File: config.mk
export PLATFORM = sky130hd
export DESIGN_NAME = tt_scanner
export DESIGN_NICKNAME = d
export VERILOG_FILES = /design/src/rtl/tt_scan_pkg.sv /design/src/rtl/tt_scanner.sv
export SDC_FILE = /design/constraint.sdc
export NUM_CORES = 1
export LEC_CHECK = 0
export CORE_UTILIZATION = 55
export DETAILED_ROUTE_END_ITERATION = 6
export PLACE_DENSITY = 0.84
export REMOVE_ABC_BUFFERS = 1
export SKIP_LAST_GASP = 1
export SLEW_MARGIN = 20
export SYNTH_ARGS = -nofsm -noshare
export SYNTH_HDL_FRONTEND = slang
export SYNTH_SLANG_ARGS = --single-unit
File: constraint.sdc
create_clock -name clk -period 3.44 [get_ports clk]
set_input_delay 0.516 -clock clk [delete_from_list [all_inputs] [get_ports clk]]
set_output_delay 0.516 -clock clk [all_outputs]
set_load 0.1 [all_outputs]
File: src/rtl/tt_scan_pkg.sv
// Shared definitions for the truth-table scanner.
// Contents:
//   NUM_VEC  number of input vectors of the 4-input function under test
//   VEC_W    width of the vector counter / vec output
//   CNT_W    width of the mismatch counter (must reach NUM_VEC)
//   state_e  scanner FSM state encoding
package tt_scan_pkg;

  localparam int unsigned NUM_VEC = 16;
  localparam int unsigned VEC_W   = 4;
  localparam int unsigned CNT_W   = 5;

  typedef enum logic [1:0] {
    StIdle,
    StSettle,
    StSample,
    StDone
  } state_e;

endpackage

File: src/rtl/tt_scanner.sv
// Truth-table scanner: walks a 4-input combinational function through all 16 input
// vectors, waits a programmable number of settle cycles per vector, samples the function
// output and compares the captured truth table against an expected one.
// Ports:
//   clk        clock, all state on rising edge
//   rst_n      synchronous active-low reset
//   start      begin a scan (only honoured in idle)
//   expect_tt  expected truth table, bit i for vector i (latched at start)
//   settle     extra wait cycles per vector before sampling (latched at start)
//   vec        {a,b,c,d} drive to the function under test
//   f_in       output of the function under test
//   busy       high while settling or sampling
//   done       one-cycle pulse at the end of a scan
//   tt         captured truth table
//   mismatch   captured table XOR expected table
//   err_cnt    number of mismatching vectors (0..16)
//   pass       set after a completed scan with no mismatches
module tt_scanner
  import tt_scan_pkg::*;
(
  input  logic               clk,
  input  logic               rst_n,
  input  logic               start,
  input  logic [NUM_VEC-1:0] expect_tt,
  input  logic [3:0]         settle,
  output logic [VEC_W-1:0]   vec,
  input  logic               f_in,
  output logic               busy,
  output logic               done,
  output logic [NUM_VEC-1:0] tt,
  output logic [NUM_VEC-1:0] mismatch,
  output logic [CNT_W-1:0]   err_cnt,
  output logic               pass
);

  state_e             state_q, state_d;
  logic [VEC_W-1:0]   vec_q, vec_d;
  logic [3:0]         cnt_q, cnt_d;
  logic [3:0]         settle_q, settle_d;
  logic [NUM_VEC-1:0] exp_q, exp_d;
  logic [NUM_VEC-1:0] tt_q, tt_d;
  logic [NUM_VEC-1:0] mis_q, mis_d;
  logic [CNT_W-1:0]   err_q, err_d;
  logic               pass_q, pass_d;
  logic               mis_bit;

  always_ff @(posedge clk) begin
    if (!rst_n) begin
      state_q  <= StIdle;
      vec_q    <= '0;
      cnt_q    <= '0;
      settle_q <= '0;
      exp_q    <= '0;
      tt_q     <= '0;
      mis_q    <= '0;
      err_q    <= '0;
      pass_q   <= 1'b0;
    end else begin
      state_q  <= state_d;
      vec_q    <= vec_d;
      cnt_q    <= cnt_d;
      settle_q <= settle_d;
      exp_q    <= exp_d;
      tt_q     <= tt_d;
      mis_q    <= mis_d;
      err_q    <= err_d;
      pass_q   <= pass_d;
    end
  end

  always_comb begin
    state_d  = state_q;
    vec_d    = vec_q;
    cnt_d    = cnt_q;
    settle_d = settle_q;
    exp_d    = exp_q;
    tt_d     = tt_q;
    mis_d    = mis_q;
    err_d    = err_q;
    pass_d   = pass_q;
    mis_bit  = f_in ^ exp_q[vec_q];

    case (state_q)
      StIdle: begin
        if (start) begin
          exp_d    = expect_tt;
          settle_d = settle;
          tt_d     = '0;
          mis_d    = '0;
          err_d    = '0;
          pass_d   = 1'b0;
          vec_d    = '0;
          cnt_d    = settle;
          state_d  = StSettle;
        end
      end
      StSettle: begin
        if (cnt_q == '0) begin
          state_d = StSample;
        end else begin
          cnt_d = cnt_q - 4'd1;
        end
      end
      StSample: begin
        tt_d[vec_q]  = f_in;
        mis_d[vec_q] = mis_bit;
        // At most 16 increments into a 5-bit counter, so no saturation needed
        err_d        = err_q + CNT_W'(mis_bit);
        if (vec_q == VEC_W'(NUM_VEC - 1)) begin
          // vec stays at the last vector until the next accepted start
          state_d = StDone;
        end else begin
          vec_d   = vec_q + VEC_W'(1);
          cnt_d   = settle_q;
          state_d = StSettle;
        end
      end
      StDone: begin
        pass_d  = (err_q == '0);
        state_d = StIdle;
      end
      default: state_d = StIdle;
    endcase
  end

  assign vec      = vec_q;
  assign busy     = (state_q == StSettle) || (state_q == StSample);
  assign done     = (state_q == StDone);
  assign tt       = tt_q;
  assign mismatch = mis_q;
  assign err_cnt  = err_q;
  assign pass     = pass_q;

endmodule

After elaboration in Yosys (flattened, before gate mapping):

Cells that the tools add are included.

* mux-type cells: 24
* reductions and logical operators: 14
* eq/ne operators: 8
* magnitude comparators: 2
* add/subtract/negate cells: 3
* bitwise logic cells: 1

Operators by type and width (number)
* $pmux 16 s2: 2
* $bwmux 16: 2
* $mux 4: 5
* $mux 16: 1
* $pmux 4 s3: 1
* $pmux 5 s2: 1
* $ne 2x2->1 const B: 4
* $pmux 2 s4: 1
* $pmux 4 s2: 1
* $reduce_and 2->1: 4
* $mux 2: 3
* $add 5x1->5: 1
* $logic_not 5->1: 1
* $lt 4x5->1 const B: 1
* $mux 5: 1
* $add 4x1->4 const B: 1
* $bmux 1 s4: 1
* $demux 1 s4: 1
* $eq 2x2->1 const B: 2
* $eq 4x4->1 const B: 1
* $ge 4x1->1 const B: 1
* $logic_not 4->1: 1
* $reduce_and 4->1: 1
* $reduce_bool 2->1: 2
* other kinds (10): 12

* word-level logic and storage cells: 61
* register bits after elaboration: 68
* input bits: 24

Logic depth before layout (Yosys ltp):

* word-level depth: 6
* mapped depth: 10

Least setup slack after synthesis:

No wires, ideal clock.

* path kind: register to register
* from: register vec_q[1], in the netlist vec[1]
* to: register err_q[2], in the netlist err_cnt[2]
* path buffers: 1
* path slack: 347 ps
* clock period less this slack: 3093 ps
* data arrival time: 2961 ps
* stages on the path, launching flop included: 11
* setup time: 133 ps
* path through: dfxtp_1 buf_2 mux4_2 mux2i_4 mux2i_1 xor2_1 ha_1 ha_1 nor2b_1 xnor2_1 nor2_1

* word-level cells in the longest chain between the ends: 5

RTL lines
* from (decl): RTL line tt_scanner.sv:37 `logic [VEC_W-1:0] vec_q, vec_d;`
* from (signal assigned): RTL line tt_scanner.sv:60 `vec_q <= vec_d;`
* $bmux 1 s4: RTL line tt_scanner.sv:81 `mis_bit = f_in ^ exp_q[vec_q];`
* $mux 1 (not written as such): RTL line tt_scanner.sv:81
* $xor 1x1->1: RTL line tt_scanner.sv:81
* $add 5x1->5: RTL line tt_scanner.sv:108 `err_d = err_q + CNT_W'(mis_bit);`
* $pmux 5 s2: RTL line tt_scanner.sv:83 `case (state_q)`
* to (signal assigned): RTL line tt_scanner.sv:66 `err_q <= err_d;`
* to (decl): RTL line tt_scanner.sv:43 `logic [CNT_W-1:0] err_q, err_d;`

Every way passes these cells. The select of a mux whose other input is x is not followed.
A chain may end at the register's enable or synchronous reset.

Final worst setup path:

Ends and elaborated chain as after synthesis.

==> impl_metrics.py <==
metrics = {
    "cts": {
        "clock_path_buffers": 2,
        "cts-resized-gates": 0,
        "post-cts-setup-buffers": 0,
        "htreeDepth": 3,
        "root_buffer": "clkbuf_8",
        "numCtsBuffers": 9,
        "clkTransAtPathRegs_ns": 0.07,
        "clk_latency_ns": 0.35,
        "clock-sinks": 68,
        "cts_hold_buf": 0,
        "cts_tree": "yes",
    },
    "synth": {
        "synth_cell_type_count": 47,
        "yosysSeqAreaShare": 0.4095,
        "syn_area_per_cell_um2": 8.590,
        "synth_cells": 387,
        "synth_edf_count": 0,
        "ys_seq_elements": 68,
        "synth_area_um2": 3324,
        "yosys_warnings": 0,
        "async_reset_ff_frac": 0,
        "synth_ff_type": "dfxtp_1",
    },
    "timing": {
        "fin_tns_setup_ns": 0,
        "layout_min_cycle_time_ns": 2.589,
        "max_freq_mhz": 386.3,
        "slew_headroom": 0.3214,
        "hold_viol_final": 0,
        "setup_violations": 0,
        "tightestPinTransition_ns": 1.015,
        "fin_crit_sh": 0.7526,
        "finalMaxSlewViolations": 0,
        "skew_ns": 0.008712,
        "grt_setup_unrepaired": "no",
        "hold_ws_ns": 0.4632,
    },
    "critical_path": {
        "cp.required_ns": 3.67,
        "ff2ff_setup_slack_ns": 0.85,
        "reg2reg_depth": 9,
        "worstPathArrival_ns": 2.81,
        "end_kind": "flop",
        "critical_path_class": "flop to flop",
        "cp_max_fo": 9,
        "rr_startpoint": "vec[1]",
        "r2r-end": "err_cnt[2]",
        "start_kind": "flop",
    },
    "cells_and_area": {
        "drive_above_1_share": 0.07919,
        "final_nets": 474,
        "final_cell_mix": "dfxtp_1 (68), clkdlybuf4s50_1 (62), nand2_1 (61)",
        "synthToLayoutAreaGrowth_pct": 25.89,
        "antenna_cells": 0,
        "mostFrequentLayoutCell": "dfxtp_1",
    },
    "die": {
        "initial_core_util": 0.5858,
        "fp.dieW_um": 79.75,
        "core_area_um2": 5675,
        "die-area_um2": 6359,
        "fp.dieH_um": 79.75,
        "rows": 27,
        "ioPinCount": 68,
    },
    "route": {
        "drc": 0,
        "num_vias": 3045,
        "drtAntennaViolNets": 0,
        "drt_wl_total_um": 8199,
        "drt-pass1-iter-count": 4,
        "vias_per_cell": 5.924,
        "wl_per_cell_um": 15.95,
        "first_iter_violations": 218,
    },
    "global_route": {
        "grt_usage": 0.2837,
        "grt_max_degree": 46,
        "grt_pass1_vias": 2834,
        "grt_overflow": 0,
        "grt_pass1_wl_um": 13720,
        "antenna_found_initial": 0,
    },
    "placement": {
        "port_buffers": 67,
        "dp_hpwl_um": 5542,
        "gp_congestion": 0.7851,
    },
    "power_and_ir_drop": {
        "p_leak_nw": 1.494,
        "vdd_ir_drop_max_mv": 0.5010,
        "power_density_nw_per_um2": 615.3,
    },
    "worst_hold_path": {
        "worstHoldPathCells": 2,
        "holdCritStartpoint": "settle_q[3]",
        "hp-class": "flop to flop",
        "hold_path_end": "settle_q[3]",
    },
    "status": {
        "status": "finished, final reports clean",
    },
    "job": {
        "cap_viol_max_count": 0,
    },
}
state kept, by name, summed over array words and instances (netlist names):
signal and count:
vec 4, tt 16, exp_q 16, pass 1, state_q 2, settle_q 4
cnt_q 4, mismatch 16, err_cnt 5
synth_stat cells, types with 3 or more instances:
cell type,n,area [um2]
clkbuf_1,28,105.1
a21oi_1,41,205.2
dfxtp_1,68,1361
nand2_1,61,229.0
nand2b_1,7,43.79
xor2_1,6,52.55
nand4_1,7,43.79
mux4_2,4,90.09
inv_1,12,45.04
o32ai_1,11,96.34
a32oi_1,11,96.34
a21o_1,9,67.56
nor2b_1,3,18.77
and3_1,3,18.77
o22a_1,3,26.28
o21ai_0,3,15.01
o31ai_1,3,22.52
buf_2,3,15.01
ha_1,13,162.7
nand3_1,10,50.05
nor2_1,29,108.9
nand4b_1,3,26.28
or3b_1,4,35.03
nand3b_1,9,67.56
mux2i_1,5,50.05
logic make-up (layout without fill, tap and decap cells):
kind of cell    Yosys count  after routing  share of synthesized area
simple gates            141            141                     0.2017
compound gates           98             98                     0.2002
flops                    68             68                     0.4095
buf+inv                  46            101                    0.05306
fa+ha+maj                13             13                    0.04893
mux                      11             11                    0.05570
xor+xnor                 10             10                    0.03086
layer usage:
| metal | wire [um] | GRT usage |
|---|---|---|
| met1 | 3438 | 0.3624 |
| met2 | 4076 | 0.4479 |
| met3 | 556 | 0.06514 |
| met4 | 127 | 0.1429 |
| met5 | 0 | 0 |
worst max path at each step:
stage	from	end	slack [ns]
2_1_floorplan	vec[2]	err_cnt[2]	0.29
3_3_place_gp	vec[1]	err_cnt[2]	0.93
3_5_place_dp	vec[1]	err_cnt[2]	0.84
4_1_cts	vec[1]	err_cnt[2]	0.84
5_1_grt	vec[1]	err_cnt[2]	0.69
6_report	vec[1]	err_cnt[2]	0.85
per-stage QoR:
| stage | total power [W] | instances | area [um2] | utilization | setup WS [ns] |
|---|---|---|---|---|---|
| final | 0.002575 | 514 | 4185 | 0.7374 | 0.8511 |
| after global routing | 0.002714 | 514 | 4185 | 0.7374 | 0.6919 |
| after CTS | 0.002573 | 514 | 4185 | 0.7374 | 0.8356 |
| after detailed placement | 0.001905 | 498 | 3983 | 0.7017 | 0.8437 |
| after global placement | 0.001872 | 498 | 3983 | 0.7017 | 0.9290 |
| after floorplan | 0.001663 | 355 | 3201 | - | 0.2863 |
where the power goes:
part / internal, W / leakage (nW) / total [W] / switching [W]
Combinational: 0.000338 / 0.840 / 0.000969 / 0.000630
Sequential: 0.000862 / 0.552 / 0.000929 / 0.0000663
Clock: 0.000372 / 0.102 / 0.000678 / 0.000306
Total: 0.00157 / 1.49 / 0.00258 / 0.00100
cell type report:
cell class,count,area (um2)
fillers,447,1490
clock buffers,12,155.1
repair buffers,71,688.2
well taps,72,90.09
flip-flops and latches,68,1361
multi-input cells,273,1790
clock inverters,4,47.55
inverters,14,52.55
worst max-delay path, stage by stage (launching register included):
cell	delay, ns
dfxtp_1	0.59
mux4_2	0.60
mux2i_4	0.19
mux2i_1	0.13
xor2_1	0.21
ha_1	0.22
ha_1	0.19
nor2b_1	0.14
xnor2_1	0.14
nor2_1	0.05
Note: power is estimated with default switching activity, not from simulation.
